## src/rtl/padder.sv

```systemverilog
// SHA-3 / Keccak message padder: packs 32-bit words into 576-bit blocks and
// appends the domain byte plus the final 0x80. Define PADDER_KECCAK_PAD_EN for the legacy 0x01 domain byte.
module padder (
  input  logic         clk,
  input  logic         reset,
  input  logic [31:0]  in,
  input  logic         in_ready,
  input  logic         is_last,
  input  logic [1:0]   byte_num,
  input  logic         f_ack,
  output logic         buffer_full,
  output logic [575:0] out,
  output logic         out_ready
);

`ifdef PADDER_KECCAK_PAD_EN
  localparam logic [7:0] DOMAIN = 8'h01;
`else
  localparam logic [7:0] DOMAIN = 8'h06;
`endif

  // ST_PAD is the "absorbing done" condition; ST_FINISHED parks the block after the final ack.
  typedef enum logic [1:0] {ST_ABSORB, ST_PAD, ST_FINISHED} state_e;

  state_e         state_q, state_d;
  logic [17:0]    count_q, count_d;
  logic [575:0]   out_q, out_d;
  logic           accept;
  logic           pad_shift;
  logic           last_slot;
  logic [31:0]    last_word;
  logic [31:0]    word;

  // count_q is a thermometer code: bit k set once k+1 words are held.
  assign buffer_full = count_q[17];
  assign out_ready   = count_q[17];
  assign out         = out_q;
  assign last_slot   = count_q[16];
  assign accept      = in_ready & ~buffer_full & (state_q == ST_ABSORB);
  assign pad_shift   = (state_q == ST_PAD) & ~buffer_full;

  always_comb begin
    last_word = '0;
    case (byte_num)
      2'd0: last_word = {DOMAIN, 24'h000000};
      2'd1: last_word = {in[31:24], DOMAIN, 16'h0000};
      2'd2: last_word = {in[31:16], DOMAIN, 8'h00};
      2'd3: last_word = {in[31:8], DOMAIN};
      default: last_word = '0;
    endcase
  end

  always_comb begin
    word = '0;
    if (accept) begin
      word = is_last ? last_word : in;
    end
    // Closing bit lands in whichever padded word fills the final slot.
    if (last_slot & (pad_shift | (accept & is_last))) begin
      word[7:0] = word[7:0] | 8'h80;
    end
  end

  always_comb begin
    state_d = state_q;
    count_d = count_q;
    out_d   = out_q;
    if (f_ack) begin
      count_d = '0;
      if ((state_q == ST_PAD) && buffer_full) begin
        state_d = ST_FINISHED;
      end
    end else if (accept | pad_shift) begin
      count_d = {count_q[16:0], 1'b1};
      out_d   = {out_q[543:0], word};
      if (accept & is_last) begin
        state_d = ST_PAD;
      end
    end
  end

  always_ff @(posedge clk or negedge reset) begin
    if (!reset) begin
      state_q <= ST_ABSORB;
      count_q <= '0;
      out_q   <= '0;
    end else begin
      state_q <= state_d;
      count_q <= count_d;
      out_q   <= out_d;
    end
  end

endmodule

```

## config.mk

```make
export PLATFORM = sky130hd
export DESIGN_NAME = padder
export DESIGN_NICKNAME = d
export VERILOG_FILES = /design/src/rtl/padder.sv
export SDC_FILE = /design/constraint.sdc
export NUM_CORES = 1
export LEC_CHECK = 0
export ABC_AREA = 1
export ABC_CLOCK_PERIOD_IN_PS = 1450
export CELL_PAD_IN_SITES_DETAIL_PLACEMENT = 0
export CELL_PAD_IN_SITES_GLOBAL_PLACEMENT = 2
export CORE_MARGIN = 3
export CORE_UTILIZATION = 26
export CTS_BUF_LIST = sky130_fd_sc_hd__clkbuf_8
export DETAILED_ROUTE_END_ITERATION = 8
export PLACE_DENSITY_LB_ADDON = 0.1
export SLEW_MARGIN = 0
export SYNTH_ARGS = -nofsm -noshare
export SYNTH_HDL_FRONTEND = slang
export SYNTH_SLANG_ARGS = --single-unit
```

## constraint.sdc

```tcl
create_clock -name clk -period 1.45 [get_ports clk]
set_input_delay 0.29 -clock clk [delete_from_list [all_inputs] [get_ports clk]]
set_output_delay 0.29 -clock clk [all_outputs]
set_load 0.03 [all_outputs]
```

Word-level counts from Yosys, hierarchy flattened
Cells that the tools add are included. Widths: inputs -> output; s select.

Word-level logic and storage cells: 34. Bits of input ports: 39. Flip-flop bits (word level): 596.

Mux-type cells: 10. Bitwise logic cells: 9. Equality and inequality tests: 5. Reductions and logical operators: 7.

Operators with widths (count): $pmux 32 s4 (1); $mux 32 (2); $mux 18 (2); $mux 2 (4); $mux 8 (1); $and 1x1->1 (5); $eq 2x1->1 const B (2); $eq 2x2->1 const B (2); $logic_not 2->1 (2); $reduce_bool 2->1 (2); $reduce_and 3->1 (1); $ne 2x1->1 const B (1); $not 1->1 (2); $or 1x1->1 (2); $reduce_and 2->1 (1); $logic_and 1x1->1 (1).

Logic depth before layout (Yosys ltp)
Depth after elaboration: 7. Gate-level depth with buffers: 10. Depth with buffers taken out: 8.

Worst setup path before layout
Ideal clock, no wire load.

Path kind: reg-to-reg. Start: register count_q[17]. End: register out_q[100] (netlist: out[100]). Path buffers: 3. Clock period less this slack: 1.727 ns. Stages on the path, launching flop included: 10. Required time: 1.332 ns. Setup time: 0.118 ns. Data arrival time: 1.609 ns. Setup slack: -0.277 ns. Cell sequence: dfrtp_1 -> nor2_1 -> nand2_2 -> nand2_1 -> nand2_1 -> buf_4 -> buf_4 -> buf_6 -> nand2_1 -> nand2_1.

Word-level cells in the longest chain between the ends: 5. Elaborated cells on any way between the ends: 6. Classes of those cells: bitwise: 5; reduce/logical: 1.

Ends and longest elaborated chain: start: declaration (line 26) `logic [17:0] count_q, count_d;`; start signal: assignment (line 89) `count_q <= count_d;`; $not 1->1 * (line 39, 40); $and 1x1->1 (2 in series) (line 39) `assign accept = in_ready & ~buffer_full & (state_q == ST_ABSORB);`; $or 1x1->1 * (line 73) `end else if (accept | pad_shift) begin`; $reduce_and 2->1 (no source line) *; end signal: assignment (line 90) `out_q <= out_d;`; end: declaration (line 27) `logic [575:0] out_q, out_d;`.

Every way passes the cells marked *; elsewhere a longest branch is shown, timed or not. A chain may end at the register's enable or synchronous reset.

Worst setup path in the final report
Start: register count_q[17]. End: register out_q[473] (netlist: out[473]).

The elaborated chain is that of the path after synthesis.

==> qor.csv <==
stage,metric,value,unit
detailed_routing,final wirelength,97.0,mm
sta,fin crit period,1.73,ns
sta,Worst Tran Pin Value,0.496,ns
sta,clk_skew,0.0364,ns
sta,Tcrit/Tclk final,119,%
synthesis,Yosys Warn Count,0,
placed_design,GPL Wtd Cong,0.864,
synthesis,Syn Std Cell Area,0.0228,mm^2
clock_tree,CTS Buffer Depth,3,
detailed_routing,drt drc,0,
cells_and_area,final instance area,0.0392,mm^2
synthesis,Synthesized Nets,2596,
detailed_routing,Pre-Repair DR Iteration Count,6,
placed_design,"Cell Area, Placed",0.0338,mm^2
floorplan,Die Outline Area,0.0912,mm^2
min_path,hold crit path type,primary input to asynchronous set/reset pin,
floorplan,Die Height,302,um
clock_tree,clock-pin transition on the worst setup and hold timing paths,0.06,ns
sta,RSZ-0062 raised after global routing,yes,
critical_path,CP most frequent cell,nand2_1,
floorplan,Ports,617,
floorplan,core area,0.0859,mm^2
floorplan,Starting Density,26.5,%
critical_path,crit-path cells,"buf_6, nor2_4, nand2_4, a21oi_4, buf_12, buf_4, bufbuf_16, nand2_1, nand2_1",
grt,vias in the first global route,21900,
cells_and_area,layout cell share with drive strength beyond 1,35.2,%
critical_path,Setup CP Type,register to register,
synthesis,"Avg Cell Area, Syn",8.91,um^2
detailed_routing,drt wl/cell,19.9,um
sta,Final Hold Vio Count,0,
critical_path,RR Startpoint,count_q[17],
job,Max-Cap Viols,0,
synthesis,synthesized instance count,2557,
pwr,combinational share of power,2.3,%
placed_design,placed cells,4411,
detailed_routing,max layer used,met4,
critical_path,Crit-path slowest cell,dfrtp_2,
pwr,switching pwr,7910,uW
cells_and_area,Area Overhead vs Synth,72.1,%
synthesis,Yosys cell types,17,
grt,total grt overflow,0,
placed_design,HPWL reported at the end of detailed placement,67.8,mm
critical_path,"slowest stage delay, CP",0.44,ns
cells_and_area,nets,3679,
synthesis,sequential-to-total area share from yosys stat,65.5,%
detailed_routing,drt via density,4.26,
grt,first-pass GRT wire length,140,mm
floorplan,Rows,107,
clock_tree,clk sink count,596,
detailed_routing,Initial DRC Count,934,
run_status,status,finished with violations,
sta,fin. max-slew vios,0,
critical_path,Buf/Inv on CP,4,
critical_path,CP max FO,12,
pwr,leak pwr,0.0214,uW
clock_tree,Root Driver,clkbuf_8,
critical_path,r2r setup slk,-0.28,ns
sta,maximum clock rate,580,MHz
detailed_routing,DR WL met3,7.33,mm
critical_path,Reg2Reg Depth,9,
grt,total track usage,20.5,%
run_status,violated checks,negative setup slack,
detailed_routing,DRT antenna net count,0,
clock_tree,worst skew pair latency,0.70,ns
critical_path,required time of the critical path,2.05,ns
clock_tree,CTS Buf Count,111,
pwr,Pint,25900,uW
detailed_routing,Via Count,20800,
floorplan,chip width,302,um
critical_path,worst reg2reg path endpoint,out[473],
detailed_routing,metal2 WL,50.0,mm
synthesis,number of synthesized register bits,596,
placed_design,IO buf count,616,
critical_path,crit path DAT,2.33,ns
pwr,sequential fraction of design power,49.4,%
sta,relative slew slack,66.9,%
sta,# setup viols final,1170,
detailed_routing,WL met1,36.9,mm
grt,initial antenna violation count,1,
critical_path,CP Capture Type,register,
cells_and_area,"non-filler cells, final",4877,
critical_path,largest delay contributor family on the critical path,buffers and inverters,
clock_tree,CTS tree,done,
pwr,clock group share of total power,48.4,%
sta,min setup slack post-route,-0.275,ns
pwr,Switching Share,23.4,%
critical_path,CP Launch Type,register,
grt,largest net degree at the start of global routing,95,
clock_tree,H-Tree Level Count,3,
pwr,VDD IR max,655,uV
pwr,PwrDens,862,mW/mm^2
cell usage after synthesis:
cell | number | area [um^2]
nand2_1 | 1736 | 6520
dfrtp_1 | 596 | 14900
buf_2 | 71 | 355
o21ai_0 | 35 | 175
buf_6 | 33 | 372
nor2_1 | 20 | 75.1
buf_4 | 17 | 128
inv_1 | 17 | 63.8
clkbuf_1 | 10 | 37.5
nand3_1 | 9 | 45.0
nand4_1 | 6 | 37.5
or2_2 | 2 | 12.5
a21oi_4 | 1 | 16.3
clkinv_1 | 1 | 3.75
nand2_2 | 1 | 6.26
nor3_1 | 1 | 5.00
o21a_1 | 1 | 7.51
layout by cell type (no fill, tap or decap):
cell                n
nand3_2             1
bufbuf_16           1
inv_1              61
o21ai_1             8
buf_4             421
dfrtp_2            74
buf_12            257
dlygate4sd3_1       3
clkinv_1            1
clkbuf_8          142
diode_2             2
bufinv_16           1
clkinv_2           12
buf_16             16
inv_8               1
buf_8               3
nand4_1             6
nand2_2            10
nor2_4              2
nand2_8             1
or2_2               2
inv_2               1
inv_6               2
clkbuf_16          11
clkinv_8            1
nand2_1          1725
nor2_1             18
o21a_1              1
a21oi_4             1
dfrtp_1           522
nand2_4             1
clkdlybuf4s50_1    37
nor3_1              1
nand3_1             8
buf_6             352
o21ai_0            27
worst register-to-register path: stages, from the launching register on:
cell	delay, ns
dfrtp_2	0.44
buf_6	0.13
nor2_4	0.12
nand2_4	0.08
a21oi_4	0.14
buf_12	0.20
buf_4	0.14
bufbuf_16	0.27
nand2_1	0.06
nand2_1	0.06
cells by family after synthesis:
logic type	after synthesis	share of synthesized area [%]
AND/OR/NAND/NOR	1775	29.4
flip-flops	596	65.5
AO/OA/AOI/OAI	37	0.874
buffers and inverters	149	4.21
cell type report:
| type | instances | area [um^2] |
|---|---|---|
| fillers | 8388 | 46800 |
| flip-flops and latches | 596 | 15000 |
| repair buffers | 1101 | 13500 |
| multi-input cells | 1812 | 6960 |
| clock buffers | 142 | 1950 |
| well taps | 1144 | 1430 |
| clock inverters | 62 | 304 |
| inverters | 18 | 67.6 |
| diodes | 2 | 5.00 |
state kept, by name, summed over array words and instances, names as in the netlist:
register,cells
out,576
count_q,18
state_q,2
what timing repair did:
action,in CTS,in global routing
cloned,6,11
hold buffers,3,0
pin swaps,2,16
resized for setup,2356,49
endpoints found under the setup margin,1164,1170
setup buffers,232,8
hold endpoints to repair,596,0
worst max-delay path by stage:
| stage | startpoint | endpoint | slack [ns] | depth (start not counted) |
|---|---|---|---|---|
| finish | count_q[17] | out[473] | -0.28 | 9 |
| detailed placement | in_ready | out[450] | -0.69 | 10 |
| floorplan | count_q[17] | out[100] | -0.06 | 9 |
| global placement | in_ready | out[450] | -0.71 | 10 |
| global route | count_q[17] | out[541] | -0.33 | 10 |
| CTS | count_q[17] | buffer_full | -0.31 | 2 |
power by group through the flow:
| stage | Sequential, uW | Combinational [uW] | Clock, uW |
|---|---|---|---|
| final | 16700 | 768 | 16300 |
| after detailed placement | 17000 | 779 | 0 |
| after global placement | 17000 | 769 | 0 |
| after global routing | 16700 | 863 | 17700 |
| after floorplan | 17000 | 45.2 | 0 |
| after CTS | 16700 | 801 | 17000 |
per-layer routing:
metal  vias to the layer above  global-route usage, %
met5                         -                      0
met1                     10100                   23.2
li1                       9954                      -
met3                       135                   6.86
met4                         0                   6.03
met2                       567                   36.6
per-stage QoR:
stage                     utilization, %  power (uW)  setup WS, ns  hold WS, ns  TNS [ns]
after floorplan                        -       17000       -0.0562     -0.00559    -27.92
after global placement              39.4       17700        -0.708        0.197   -347.75
after detailed placement            39.4       17700        -0.692        0.194   -345.91
after CTS                           45.0       34400        -0.310       0.0310   -231.03
after global routing                45.6       35200        -0.331       0.0505   -265.31
final                               45.6       33800        -0.275        0.101   -180.92
(Power assumes the default switching activity.)
